===== src/rtl/integer_alu_pkg.sv =====
// Shared opcode constants, the decoded operation enum and the opcode decoder
// for the integer ALU.
package integer_alu_pkg;

    localparam logic [3:0] OP_ADD  = 4'b0000;
    localparam logic [3:0] OP_SUB  = 4'b0001;
    localparam logic [2:0] OP_SLL  = 3'b001;
    localparam logic [2:0] OP_SLT  = 3'b010;
    localparam logic [2:0] OP_SLTU = 3'b011;
    localparam logic [2:0] OP_XOR  = 3'b100;
    localparam logic [3:0] OP_SRL  = 4'b1010;
    localparam logic [3:0] OP_SRA  = 4'b1011;
    localparam logic [2:0] OP_OR   = 3'b110;
    localparam logic [2:0] OP_AND  = 3'b111;

    // funct3 groups whose alt bit selects between two operations
    localparam logic [2:0] F3_ADDSUB = OP_ADD[3:1];
    localparam logic [2:0] F3_SHR    = OP_SRL[3:1];

    typedef enum logic [3:0] {
        AluAdd,
        AluSub,
        AluSll,
        AluSlt,
        AluSltu,
        AluXor,
        AluSrl,
        AluSra,
        AluOr,
        AluAnd
    } alu_op_t;

    function automatic alu_op_t decode_op(logic [3:0] opcode);
        alu_op_t op;
        case (opcode[3:1])
            F3_ADDSUB: op = (opcode == OP_SUB) ? AluSub : AluAdd;
            OP_SLL:    op = AluSll;
            OP_SLT:    op = AluSlt;
            OP_SLTU:   op = AluSltu;
            OP_XOR:    op = AluXor;
            F3_SHR:    op = (opcode == OP_SRA) ? AluSra : AluSrl;
            OP_OR:     op = AluOr;
            OP_AND:    op = AluAnd;
            default:   op = AluAdd;
        endcase
        return op;
    endfunction

endpackage


===== src/rtl/integer_alu_shifter.sv =====
// Combinational log2-stage barrel shifter for SLL/SRL/SRA. Left shifts are
// performed as right shifts on the bit-reversed operand.
module integer_alu_shifter #(
    parameter int unsigned WIDTH = 32,
    parameter int unsigned SHW   = $clog2(WIDTH)
) (
    input  logic [WIDTH-1:0] data_i,
    input  logic [SHW-1:0]   shamt_i,
    input  logic             dir_i,    // 1: right, 0: left
    input  logic             arith_i,  // sign fill, right shifts only
    output logic [WIDTH-1:0] data_o
);

    logic [WIDTH-1:0] data_rev;
    logic [WIDTH-1:0] out_rev;
    logic             fill;
    logic [WIDTH-1:0] stage [SHW+1];

    always_comb begin
        data_rev = '0;
        out_rev  = '0;
        for (int i = 0; i < int'(WIDTH); i++) begin
            data_rev[i] = data_i[WIDTH-1-i];
            out_rev[i]  = stage[SHW][WIDTH-1-i];
        end
    end

    assign fill     = arith_i & dir_i & data_i[WIDTH-1];
    assign stage[0] = dir_i ? data_i : data_rev;

    for (genvar s = 0; s < int'(SHW); s++) begin : g_stage
        localparam int unsigned Step = 2 ** s;
        assign stage[s+1] = shamt_i[s] ? {{Step{fill}}, stage[s][WIDTH-1:Step]} : stage[s];
    end

    assign data_o = dir_i ? stage[SHW] : out_rev;

endmodule


===== src/rtl/integer_alu.sv =====
// Single-cycle registered RV32I/RV64I integer ALU: add/sub, shifts, compares
// and bitwise logic, result presented one clock after issue.
module integer_alu
    import integer_alu_pkg::*;
#(
    parameter int unsigned WIDTH = 32
) (
    input  logic             clk,
    input  logic             rst_n,
    input  logic             valid_in,
    input  logic [3:0]       opcode,
    input  logic [WIDTH-1:0] A,
    input  logic [WIDTH-1:0] B,
    output logic [WIDTH-1:0] Y,
    output logic             valid_out
);

    localparam int unsigned SHW = $clog2(WIDTH);

    alu_op_t          op;
    logic             is_sub;
    logic [WIDTH-1:0] b_eff;
    logic [WIDTH:0]   sum;
    logic             lt_signed;
    logic             lt_unsigned;
    logic             shift_right;
    logic             shift_arith;
    logic [WIDTH-1:0] shift_res;
    logic [WIDTH-1:0] result;
    logic [WIDTH-1:0] y_d, y_q;
    logic             valid_d, valid_q;

    assign op = decode_op(opcode);

    // Compares share the subtractor: A + ~B + 1
    assign is_sub = (op == AluSub) || (op == AluSlt) || (op == AluSltu);
    assign b_eff  = is_sub ? ~B : B;
    assign sum    = {1'b0, A} + {1'b0, b_eff} + {{WIDTH{1'b0}}, is_sub};

    // Carry out of A + ~B + 1 is set exactly when A >= B unsigned
    assign lt_unsigned = ~sum[WIDTH];
    assign lt_signed   = (A[WIDTH-1] != B[WIDTH-1]) ? A[WIDTH-1] : sum[WIDTH-1];

    assign shift_right = (op == AluSrl) || (op == AluSra);
    assign shift_arith = (op == AluSra);

    integer_alu_shifter #(
        .WIDTH(WIDTH),
        .SHW  (SHW)
    ) u_shifter (
        .data_i (A),
        .shamt_i(B[SHW-1:0]),
        .dir_i  (shift_right),
        .arith_i(shift_arith),
        .data_o (shift_res)
    );

    always_comb begin
        result = '0;
        unique case (op)
            AluAdd, AluSub:         result = sum[WIDTH-1:0];
            AluSll, AluSrl, AluSra: result = shift_res;
            AluSlt:                 result = {{(WIDTH-1){1'b0}}, lt_signed};
            AluSltu:                result = {{(WIDTH-1){1'b0}}, lt_unsigned};
            AluXor:                 result = A ^ B;
            AluOr:                  result = A | B;
            AluAnd:                 result = A & B;
            default:                result = '0;
        endcase
    end

    // Idle cycles hold Y so undriven operands never reach the output
    always_comb begin
        y_d     = y_q;
        valid_d = 1'b0;
        if (valid_in) begin
            y_d     = result;
            valid_d = 1'b1;
        end
    end

    always_ff @(posedge clk or negedge rst_n) begin
        if (!rst_n) begin
            y_q     <= '0;
            valid_q <= 1'b0;
        end else begin
            y_q     <= y_d;
            valid_q <= valid_d;
        end
    end

    assign Y         = y_q;
    assign valid_out = valid_q;

endmodule


===== config.mk =====
export PLATFORM = sky130hd
export DESIGN_NAME = integer_alu
export DESIGN_NICKNAME = d
export VERILOG_FILES = /design/src/rtl/integer_alu_pkg.sv /design/src/rtl/integer_alu_shifter.sv /design/src/rtl/integer_alu.sv
export SDC_FILE = /design/constraint.sdc
export NUM_CORES = 1
export LEC_CHECK = 0
export CORE_MARGIN = 2
export CORE_UTILIZATION = 40
export CTS_CLUSTER_SIZE = 14
export DETAILED_ROUTE_END_ITERATION = 8
export PLACE_DENSITY_LB_ADDON = 0.05
export SYNTH_ARGS = -nofsm -noshare
export SYNTH_HDL_FRONTEND = slang
export SYNTH_SLANG_ARGS = --single-unit

===== constraint.sdc =====
create_clock -name clk -period 3.2 [get_ports clk]
set_input_delay 0.64 -clock clk [delete_from_list [all_inputs] [get_ports clk]]
set_output_delay 0.64 -clock clk [all_outputs]
set_load 0.05 [all_outputs]

=== Word level (Yosys, flattened, before mapping) ===
Cells that the tools add are included.

* Bitwise operators: 7
* Add/subtract/negate cells: 2
* Muxes and demuxes: 14
* Reductions and logical operators: 7
* Equal/unequal tests: 19

{| class="wikitable"
|+ Operator list
! cell !! count
|-
| 32-bit two-way mux || 8
|-
| 32-bit case mux with 7 select lines || 1
|-
| 32-bit by 32-bit adder with 33-bit output || 1
|-
| 33-bit by 1-bit adder with 33-bit output || 1
|-
| 32-bit bitwise AND || 1
|-
| 32-bit NOT || 1
|-
| 32-bit OR || 1
|-
| 4-bit case mux with 8 select lines || 1
|-
| 32-bit XOR || 1
|-
| 4-bit by 3-bit equality test with 1-bit output (second input constant) || 4
|-
| 3-bit equality test (second input constant) || 4
|-
| 4-bit equality test (second input constant) || 3
|-
| 4-bit by 1-bit equality test with 1-bit output (second input constant) || 2
|-
| 4-bit by 2-bit equality test with 1-bit output (second input constant) || 2
|-
| 3-bit by 2-bit equality test with 1-bit output (second input constant) || 2
|-
| 4-bit zero test || 1
|-
| 1-bit two-way mux || 4
|-
| 3-bit by 1-bit equality test with 1-bit output (second input constant) || 1
|-
| 3-bit zero test || 1
|-
| 1-bit logical OR || 3
|-
| 3-bit OR reduction || 1
|-
| 1-bit bitwise AND || 2
|-
| 2-bit OR reduction || 1
|-
| 1-bit inequality test || 1
|-
| 1-bit NOT || 1
|}

* Word-level logic and storage cells: 51
* Output and inout port bits: 33
* Flip-flop bits (word level): 33
* Input bits: 71

=== Longest topological paths before layout ===
* Depth in word-level cells: 14
* Depth in mapped cells: 16
* Mapped depth without buffers: 14

=== Cells and area by module ===
From an unflattened synthesis, not the netlist that was laid out.

* Cells, all modules: 1187
* Area total of the unflattened synthesis: 9250.1 um^2

{| class="wikitable"
|+ Modules (own cells, without submodules)
! module !! times used !! sequential area each (um^2) !! area an instance (um^2) !! cells each
|-
| integer_alu || 1 || 825.8 || 5368.9 || 708
|-
| integer_alu_shifter || 1 || 0.0 || 3881.2 || 479
|}

=== Worst setup path after synthesis ===
No wires, ideal clock.

* Path type: input-to-reg
* Start point: input port opcode[2]
* End point: register y_q[18], in the netlist Y[18]
* Stages: 15
* Buffers on the path: 3
* Data required time: 3.074 ns
* Data arrival time: 4.119 ns
* Slack: -1.045 ns
* Setup time: 0.126 ns
* Cells stage by stage: buf_6 > buf_4 > o21ai_1 > clkbuf_1 > xnor2_1 > ha_1 > nor2b_1 > o31a_1 > o31a_1 > a21o_1 > a2111oi_0 > o31ai_1 > xnor2_1 > nor2_1 > o32a_1

* Word-level cells in the longest chain between the ends: 14
* Elaborated cells on any way between the ends: 41
* Those cells by class: 2 x add/sub; 18 x eq/ne; 12 x mux; 2 x bitwise; 7 x reduce/logical

{| class="wikitable"
|+ RTL lines
! element !! RTL line !! source
|-
| start: declaration || integer_alu.sv:11 || <nowiki>input logic [3:0] opcode,</nowiki>
|-
| 4-bit equality test or 4-bit by 1-bit equality test with 1-bit output (tied branches) || integer_alu_pkg.sv:41, integer_alu_pkg.sv:36 ||
|-
| 1-bit two-way mux, on equally long branches || integer_alu_pkg.sv:41, integer_alu_pkg.sv:36 ||
|-
| 4-bit case mux with 8 select lines (*) || integer_alu_pkg.sv:35 || <nowiki>case (opcode[3:1])</nowiki>
|-
| branches (longest 10 deep; another with 32-bit by 32-bit adder with 33-bit output) || n/a ||
|-
| 32-bit case mux with 7 select lines (*) || integer_alu.sv:60 || <nowiki>unique case (op)</nowiki>
|-
| end signal: assignment || integer_alu.sv:87 || <nowiki>y_q <= y_d;</nowiki>
|-
| end: declaration || integer_alu.sv:30 || <nowiki>logic [WIDTH-1:0] y_d, y_q;</nowiki>
|}

Mark *: on every way between the ends.
A chain may end at the register's enable or synchronous reset.

=== Worst setup path in the final report ===
* Start point: input port opcode[0]
* End point: register y_q[26], in the netlist Y[26]

Same word-level chain as after synthesis.

==> impl_metrics.ini <==
[cts]
clk_latency_ns = 0.28
cts_buffers = 5
clock-root-buffer = clkbuf_16
numClockSinks = 33
htreeDepth = 2
cts_max_path_buffers = 2
cts_tree = built
hold_buffers = 0
clkTransAtPathRegs_ns = 0.07

[cells_and_area]
syn_to_final_growth_pct = 59.3
antenna_cells = 0
finalInstanceArea_mm2 = 0.0130
fin_cells = 1702
nFillCells = 1775
nNetsFinal = 1598
fin_util_pct = 64.5
drive_above_1_share_pct = 39.5

[sta]
slew_violations = 0
worst_slack_ns = -0.304
finClkSkew_ns = 0
max_freq_mhz = 285
rsz0062_at_grt = yes
holdWs_ns = 0.463
finalHoldViolCount = 0
setup_viol = 18
fin_crit_sh_pct = 110
fin_tns_setup_ns = -2.85
post-route-min-period_ns = 3.50
relSlewSlack_pct = 41.5
tightest_slew_ns = 0.878

[run_status]
status = finished with violations
violations = setup timing

[synth]
netlist_area_mm2 = 0.00813
synthFlopType = dfrtp_1
synth_common_cells = ha_1, nand2_1, a21oi_1
synth_top_family_by_area = compound AO/OA/AOI/OAI gates
syn-num-nets = 1192
synth_seq_cells = 33
synth_compound_area_share_pct = 27.0
seq_area_frac_synth_pct = 10.2
yosysTopAreaCell = ha_1
ys_async_sr_fraction_pct = 100
synthAdderAreaFrac_pct = 14.9
yosys.area_share.xor_xnor_pct = 5.60
synth_edf_count = 0
muxShareOfSynthArea_pct = 17.7
yosysWarningCount = 0
synth_area_leaders = ha_1, dfrtp_1, mux4_2, a21oi_1, mux2i_1
avgSynthCellArea_um2 = 7.93
syn_inst = 1025
ys_types = 82
synth_top_area_share_pct = 14.6
synthSimpleGateAreaFrac_pct = 16.0

[floorplan]
die_h_um = 147
coreArea_mm2 = 0.0201
row_count = 52
die_area_mm2 = 0.0215
initial_utilization_pct = 40.5
boundaryPins = 104
die_x_um = 147

[detailed_routing]
detail-route-antenna-nets = 0
drt_iter0_drc = 941
totalWireLength_um = 39000
drtPass1Iterations = 5
viasPerCell = 5.95
routedWlPerCell_um = 22.9
num_vias = 10100
route.detailed.drc = 0

[setup_path]
cpMaxStageDelayCell = fa_2
critical_path_required_ns = 3.40
r2r_cells = 4
critical_path_arrival_ns = 3.71
reg2reg_to = Y[0]
cp_slowest_stage_delay_ns = 0.42
reg2reg_from = Y[0]
reg2reg_slack_ns = 1.58
crit_path_end_kind = register
worst_setup_path_start_kind = primary input
cp.depth = 17
crit_buf_inv = 4
cp_cell_sequence = buf_6 > nor2b_4 > o21ai_4 > buf_6 > xnor2_2 > inv_1 > fa_2 > nor2b_4 > o31a_1 > o31a_1 > buf_6 > a41oi_4 > a21oi_4 > a21oi_2 > o21ba_2 > or4_1 > o211ai_1
crit_fanout = 4
cpMostUsedCell = buf_6
crit_type = in2reg
critPathTopFamily = compound AO/OA/AOI/OAI gates

[pwr]
peakVddDrop_uv = 174
leakagePower_nw = 5.98
power.total_mw = 3.99
power_density_mw_per_mm2 = 308

[placed_design]
dpl-instance-area_mm2 = 0.0117
gp_congestion = 0.989
post-dp-hpwl_um = 31100
placedCellCount = 1653
place_ws_ns = -1.07
io_buffers = 103

[global_routing]
grt_max_degree = 38
grt_overflow_total = 0
grt_pass1_wl_um = 58400
track_usage_pct = 35.6
antenna_found_initial = 0
grt_pass1_vias = 9687

[min_path]
hold_path.class = in2async

[job]
drv_cap = 0
[per-layer routing]
layer / global-route usage, % / routed length (um) / vias to the layer above
met5: 0 / 0 / -
met4: 11.5 / 1390 / 0
met3: 5.97 / 2830 / 76
met2: 58.5 / 18300 / 443
met1: 47.8 / 16500 / 4973
li1: - / - / 4635
[state kept, by name, indices dropped and copies added (netlist names)]
name,count
Y,32
valid_out,1
[cells in the final DEF, fill, tap and decap left out, types with 8 or more instances in the layout]
master / netlist / final
a211oi_1: 14 / 8
a21o_1: 14 / 14
a21oi_1: 86 / 62
a21oi_2: 0 / 21
a221oi_2: 1 / 8
a22oi_1: 24 / 23
a31oi_1: 13 / 12
buf_12: 2 / 10
buf_4: 8 / 341
buf_6: 9 / 20
clkdlybuf4s50_1: 0 / 90
dfrtp_1: 33 / 33
ha_1: 95 / 88
inv_1: 72 / 71
mux2i_1: 43 / 37
mux4_2: 35 / 36
nand2_1: 95 / 92
nand3_1: 24 / 21
nand4_1: 10 / 10
nor2_1: 82 / 78
nor3_1: 20 / 15
o2111ai_1: 13 / 12
o211ai_1: 21 / 21
o21ai_0: 45 / 36
xnor2_1: 49 / 32
xnor2_2: 0 / 16
[final cells by class]
type	instances	area, um^2	share of cell area (%)
Sequential cell	33	826	6.37
Multi-Input combinational cell	843	7370	56.9
Clock buffer	6	129	0.995
Tap cell	270	338	2.61
Timing Repair Buffer	474	4010	30.9
Inverter	74	280	2.16
Clock inverter	2	10.0	0.0773
[cells by family (layout without fill, tap and decap cells)]
logic type                 after synthesis  in the layout
adders and majority gates               96             96
xor gates and xnor gates                52             52
and+or+nand+nor                        283            283
DFF                                     33             33
muxes                                   91             91
AOI/OAI and AO/OA                      321            321
buffers and inverters                  149            556
[power breakdown]
| part | internal, mW | switching (mW) |
|---|---|---|
| Sequential | 0.477 | 0.0392 |
| Clock | 0.287 | 0.216 |
| Combinational | 1.41 | 1.56 |
[worst max path at each step]
stage	to	startpoint	slack (ns)
finish	Y[26]	opcode[0]	-0.30
global route	Y[26]	opcode[0]	-0.37
CTS	Y[14]	opcode[0]	-0.24
detailed placement	Y[15]	opcode[0]	-1.07
global placement	Y[15]	opcode[0]	-0.99
floorplan	Y[18]	opcode[2]	-0.41
[repair_timing]
item,4_1_cts,5_1_grt
pin swaps,82,43
resized for setup,124,76
setup buffers,27,18
setup endpoints to repair,32,32
No activity file was read; power rests on OpenSTA's default activity.
